--- config.mk ---
export PLATFORM = sky130hd
export DESIGN_NAME = imem_fetch_responder
export DESIGN_NICKNAME = d
export VERILOG_FILES = /design/src/rtl/imem_fetch_responder_pkg.sv /design/src/rtl/imem_fetch_responder_fetch_rsp_fifo.sv /design/src/rtl/imem_fetch_responder.sv
export SDC_FILE = /design/constraint.sdc
export NUM_CORES = 1
export LEC_CHECK = 0
export BUFFER_PORTS_ARGS = -buffer_cell sky130_fd_sc_hd__buf_2
export CORE_ASPECT_RATIO = 0.7
export CORE_MARGIN = 4
export CORE_UTILIZATION = 65
export DETAILED_ROUTE_END_ITERATION = 10
export GPL_ROUTABILITY_DRIVEN = 0
export PLACE_DENSITY = 0.78
export SETUP_SLACK_MARGIN = 0.2
export SLEW_MARGIN = 20
export SYNTH_ARGS = -nofsm -noshare
export SYNTH_HDL_FRONTEND = slang
export SYNTH_SLANG_ARGS = --single-unit
--- constraint.sdc ---
create_clock -name clk -period 5.9 [get_ports clk]
set_clock_uncertainty 0.1 [all_clocks]
set_input_delay 0.59 -clock clk [delete_from_list [all_inputs] [get_ports clk]]
set_output_delay 0.59 -clock clk [all_outputs]
set_load 0.005 [all_outputs]
--- src/rtl/imem_fetch_responder_pkg.sv ---
// Shared fetch-path types: instruction word and address widths used by the PC, the
// instruction store and decode.
package imem_fetch_responder_pkg;

  localparam int IMEM_AW   = 5;
  localparam int IMEM_DW   = 16;
  localparam int RSP_DEPTH = 4;

  typedef logic [IMEM_AW-1:0] imem_addr_t;
  typedef logic [IMEM_DW-1:0] imem_word_t;

  typedef struct packed {
    imem_addr_t addr;
    imem_word_t data;
  } fetch_rsp_t;

endpackage

--- src/rtl/imem_fetch_responder_fetch_rsp_fifo.sv ---
// In-order response FIFO of {addr, data} pairs with synchronous flush.
// The head entry is presented combinationally from the storage registers.
module fetch_rsp_fifo
  import imem_fetch_responder_pkg::*;
#(
  parameter int AW    = IMEM_AW,
  parameter int DW    = IMEM_DW,
  parameter int DEPTH = RSP_DEPTH
) (
  input  logic                         clk_i,
  input  logic                         rst_i,
  input  logic                         push_i,
  input  logic [AW-1:0]                push_addr_i,
  input  logic [DW-1:0]                push_data_i,
  input  logic                         pop_i,
  input  logic                         flush_i,
  output logic                         valid_o,
  output logic [AW-1:0]                head_addr_o,
  output logic [DW-1:0]                head_data_o,
  output logic [$clog2(DEPTH+1)-1:0]   count_o
);

  localparam int PW = $clog2(DEPTH);
  localparam int CW = $clog2(DEPTH+1);

  logic [AW-1:0] addr_mem_q [DEPTH];
  logic [DW-1:0] data_mem_q [DEPTH];

  logic [PW-1:0] wr_ptr_q, wr_ptr_d;
  logic [PW-1:0] rd_ptr_q, rd_ptr_d;
  logic [CW-1:0] count_q, count_d;
  logic          do_push, do_pop;

  always_comb begin
    do_push  = push_i && !flush_i;
    do_pop   = pop_i && (count_q != '0);
    wr_ptr_d = wr_ptr_q;
    rd_ptr_d = rd_ptr_q;
    count_d  = count_q;
    // Flush wins over everything; a pop on the flush edge is simply absorbed.
    if (flush_i) begin
      wr_ptr_d = '0;
      rd_ptr_d = '0;
      count_d  = '0;
    end else begin
      if (do_push) wr_ptr_d = wr_ptr_q + PW'(1);
      if (do_pop)  rd_ptr_d = rd_ptr_q + PW'(1);
      case ({do_push, do_pop})
        2'b10:   count_d = count_q + CW'(1);
        2'b01:   count_d = count_q - CW'(1);
        default: count_d = count_q;
      endcase
    end
  end

  always_ff @(posedge clk_i or posedge rst_i) begin
    if (rst_i) begin
      wr_ptr_q <= '0;
      rd_ptr_q <= '0;
      count_q  <= '0;
    end else begin
      wr_ptr_q <= wr_ptr_d;
      rd_ptr_q <= rd_ptr_d;
      count_q  <= count_d;
    end
  end

  always_ff @(posedge clk_i) begin
    if (do_push) begin
      addr_mem_q[wr_ptr_q] <= push_addr_i;
      data_mem_q[wr_ptr_q] <= push_data_i;
    end
  end

  // Entries are never reset, so the head is forced to zero whenever it is not valid.
  always_comb begin
    valid_o     = (count_q != '0);
    head_addr_o = valid_o ? addr_mem_q[rd_ptr_q] : '0;
    head_data_o = valid_o ? data_mem_q[rd_ptr_q] : '0;
    count_o     = count_q;
  end

endmodule

--- src/rtl/imem_fetch_responder.sv ---
// Instruction-store fetch responder: registered store read feeding an in-order
// response FIFO so decode can stall without losing fetched words.
module imem_fetch_responder
  import imem_fetch_responder_pkg::*;
#(
  parameter int AW    = IMEM_AW,
  parameter int DW    = IMEM_DW,
  parameter int DEPTH = RSP_DEPTH
) (
  input  logic          clk,
  input  logic          reset,
  input  logic          req_valid,
  output logic          req_ready,
  input  logic [AW-1:0] req_addr,
  input  logic          flush,
  input  logic          wr_en,
  input  logic [AW-1:0] wr_addr,
  input  logic [DW-1:0] wr_data,
  output logic          rsp_valid,
  input  logic          rsp_ready,
  output logic [DW-1:0] rsp_data,
  output logic [AW-1:0] rsp_addr
);

  localparam int CW = $clog2(DEPTH+1);

  logic [DW-1:0] store_q [2**AW];

  logic          pend_q, pend_d;
  logic [AW-1:0] pend_addr_q;
  logic [DW-1:0] rd_data_q;

  logic          accept;
  logic          push;
  logic [CW-1:0] fifo_count;
  logic [CW:0]   occupancy;

  // Ready looks only at registered occupancy, so rsp_ready/flush never reach it.
  always_comb begin
    occupancy = {1'b0, fifo_count} + {{CW{1'b0}}, pend_q};
    req_ready = (occupancy < (CW+1)'(DEPTH));
    accept    = req_valid && req_ready;
    pend_d    = accept;
    push      = pend_q && !flush;
  end

  always_ff @(posedge clk or posedge reset) begin
    if (reset) begin
      pend_q <= 1'b0;
    end else begin
      pend_q <= pend_d;
    end
  end

  // Non-blocking write and read in one block give read-first behaviour on a collision.
  always_ff @(posedge clk) begin
    if (wr_en) store_q[wr_addr] <= wr_data;
    if (accept) begin
      pend_addr_q <= req_addr;
      rd_data_q   <= store_q[req_addr];
    end
  end

  fetch_rsp_fifo #(
    .AW    (AW),
    .DW    (DW),
    .DEPTH (DEPTH)
  ) u_rsp_fifo (
    .clk_i       (clk),
    .rst_i       (reset),
    .push_i      (push),
    .push_addr_i (pend_addr_q),
    .push_data_i (rd_data_q),
    .pop_i       (rsp_ready),
    .flush_i     (flush),
    .valid_o     (rsp_valid),
    .head_addr_o (rsp_addr),
    .head_data_o (rsp_data),
    .count_o     (fifo_count)
  );

endmodule

==> results.ini <==
[clocking]
clk-insertion-delay-late_ns=0.58
clock-root-buffer=clkbuf_16
postCtsResizedCells=0
post_cts_buffers=0
cts-buffers-inserted=54
clock_sinks=625
cts_tree=built
cts_buffer_depth=3
clk_pin_slew_worst_paths_ns=0.06
htree_levels=2

[power]
total_power_mw=9.37
ir_worst_vdd_v=0.000270
p_int_mw=7.27
switchingPower_mw=2.10
p_clk_share_pct=36.1
power_per_cell_area_nw_per_um2=348
seqPwrFrac_pct=54.7
p_leak_nw=9.34
power_frac_comb_pct=9.1
swShare_pct=22.4

[layout]
nFillCells=2179
area_growth_pct=9.72
drive_gt1_share_pct=14.1
finalNetCount=1451

[worst_setup_path]
cp_slowest_cell=mux4_2
worstPathRequired_ns=5.21
path_cells=buf_4, mux4_2, and2_1, buf_2
slowest_delay_ns=0.62
crit_type=reg2out
critPathLaunchType=flip-flop
path_buf_inv=2
end_kind=primary output
cp.arrival_ns=2.41
path_delay_family=multiplexers
cp_max_fo=19

[yosys]
synth_edf_count=617
synthArstFlopShare_pct=1.28
synth_ff_type=edfxtp_1
synth_nets=1372
synthCells=1335
synth_top_area_share_pct=75.6
synth_cell_types=40
ys_ff_latch=625
yosys_warnings=0
synth_largest_area_cell=edfxtp_1
syn_area_um2=24500
seq_area_frac_synth_pct=76.4
avgSynthCellArea_um2=18.4
ys_top_cells_by_area=edfxtp_1, mux2i_1, a22oi_1, mux4_2, a22o_1

[drt]
wl_per_cell_um=28.1
dr.pass1.iters=5
drc=0
avgViaCountPerCell=6.61
via_count=12800
drt_iter0_markers=1717
wl_um=54600
ant_nets=0

[sta]
clock.fmax_mhz=323
worst_pin_slew_ns=1.08
setup-tns-final_ns=0
whs_ns=0.203
period_needed_ns=3.10
period_share_pct=52.5
finalHoldViolations=0
finalSetupViolCount=0
report.final.slew_viol_count=0
rsz0062_at_grt=no
maxSlewHeadroom_pct=28.3

[place]
dp_hpwl_um=31800
portBuffers=54

[floorplanning]
core-area_um2=37200
die_w_um=240
die_h_um=170
die_area_um2=40900
initial_utilization_pct=65.9
rows=59
num_io_pins=55

[flow_run]
drv_cap=0

[status]
status=complete, no violations

[global_routing]
grt_pass1_vias=12500
grt_pass1_wl_um=80400
grt_max_degree=101
antenna_found_initial=6
grt_use_total_pct=26.7
grt_overflow=0

[hold_path]
hold_path.class=in2reg

-- synth_stat cells, types with 16 or more instances --
library cell,instances
a21oi_1,35
a22o_1,32
a22oi_1,64
a31oi_1,17
and2_1,27
buf_2,24
edfxtp_1,617
mux2i_1,259
mux4_2,21
nand2_1,35
nand3_1,35
nand4_1,16
nor2_1,41
nor3_1,16
-- flip-flops by register name, indices dropped and copies added, names as in the netlist --
name                   count
u_rsp_fifo.count_o         3
store_q                  512
u_rsp_fifo.rd_ptr_q        2
pend_q                     1
u_rsp_fifo.addr_mem_q     20
u_rsp_fifo.wr_ptr_q        2
u_rsp_fifo.data_mem_q     64
pend_addr_q                5
rd_data_q                 16
-- what timing repair did --
action                                  CTS  global route
hold endpoints to repair                  8             0
hold buffers                              1             0
endpoints found under the setup margin    0             0
-- cells by family (layout without fill, tap and decap cells) --
logic type / count (synthesis) / count (layout) / synth area share [%]
AO/OA/AOI/OAI: 150 / 150 / 4.30
XOR/XNOR: 4 / 4 / 0.220
adder cells (fa/ha/maj): 5 / 5 / 0.286
buffers and inverters: 80 / 197 / 2.32
flip-flops: 625 / 625 / 76.4
multiplexers: 281 / 281 / 12.6
other: 0 / 2 / 0
AND/OR/NAND/NOR: 190 / 190 / 3.92
-- stage by stage --
| step | cells | area [µm²] | worst slack, ns | utilization, % |
|---|---|---|---|---|
| after global routing | 1940 | 26900 | 2.67 | 72.3 |
| after CTS | 1940 | 26900 | 2.70 | 72.3 |
| after floorplan | 1335 | 24500 | 3.47 | - |
| after global placement | 1845 | 25200 | 2.59 | 67.8 |
| after detailed placement | 1845 | 25200 | 2.53 | 67.8 |
| final | 1942 | 26900 | 2.80 | 72.3 |
-- layout by cell type (no fill, tap or decap), types with 2 or more instances in the layout --
cell type and instances:
nor2b_1 2, xor2_1 2, a21oi_1 35, edfxtp_1 617, nand3b_1 5, inv_1 3
buf_2 53, a22oi_1 64, nor2_1 41, nand2_1 35, diode_2 2, ha_1 4
mux4_2 21, and2_1 23, nor3_1 16, nor2b_4 2, a22o_1 32, nand3_1 35
clkinv_1 5, or3b_2 3, clkbuf_16 55, and2_2 4, a31oi_1 17, dfrtp_1 7
or3_1 2, clkinv_2 10, nand4_1 16, buf_12 2, mux2i_1 259, nand2b_1 2
bufinv_16 4, clkbuf_1 19, buf_4 43
-- power groups by stage --
stage	Clock, mW	Combinational (mW)	Sequential (mW)
6_report	3.39	0.855	5.13
2_1_floorplan	0	0.564	5.17
3_5_place_dp	0	0.840	5.22
3_3_place_gp	0	0.824	5.21
4_1_cts	3.41	0.856	5.13
5_1_grt	3.62	0.921	5.14
-- metal layers --
layer  vias up  track usage (%)  share of wire (%)
met5         -                0              0.082
met4         8             6.07                2.3
met3       114             6.53                 12
met2       803             38.6                 45
met1      6444             42.2                 41
li1       5477                -                  -
-- worst paths after layout --
path | slack (ns) | cells after the start | startpoint | end
min | 0.20 | 2 | flush | u_rsp_fifo.count_o[0]
max reg2reg | 3.20 | 8 | u_rsp_fifo.count_o[0] | u_rsp_fifo.count_o[2]
max | 2.80 | 4 | u_rsp_fifo.rd_ptr_q[0] | rsp_data[0]
min in group asynchronous | 0.46 | 3 | reset | u_rsp_fifo.rd_ptr_q[1]
min reg2reg | 0.40 | 0 | pend_addr_q[4] | u_rsp_fifo.addr_mem_q[1][4]
max in group asynchronous | 4.95 | 3 | reset | u_rsp_fifo.rd_ptr_q[1]
-- area by class of cell --
type	instances	area, µm²	area share, %
well taps	488	611	2.27
clock buffers	74	1450	5.38
multi-input cells	630	5240	19.5
diodes	2	5.00	0.0186
clock inverters	20	198	0.735
inverters	3	11.3	0.0419
flip-flops and latches	625	18700	69.6
repair buffers	100	653	2.43
Power figures use the tool's default switching activity.
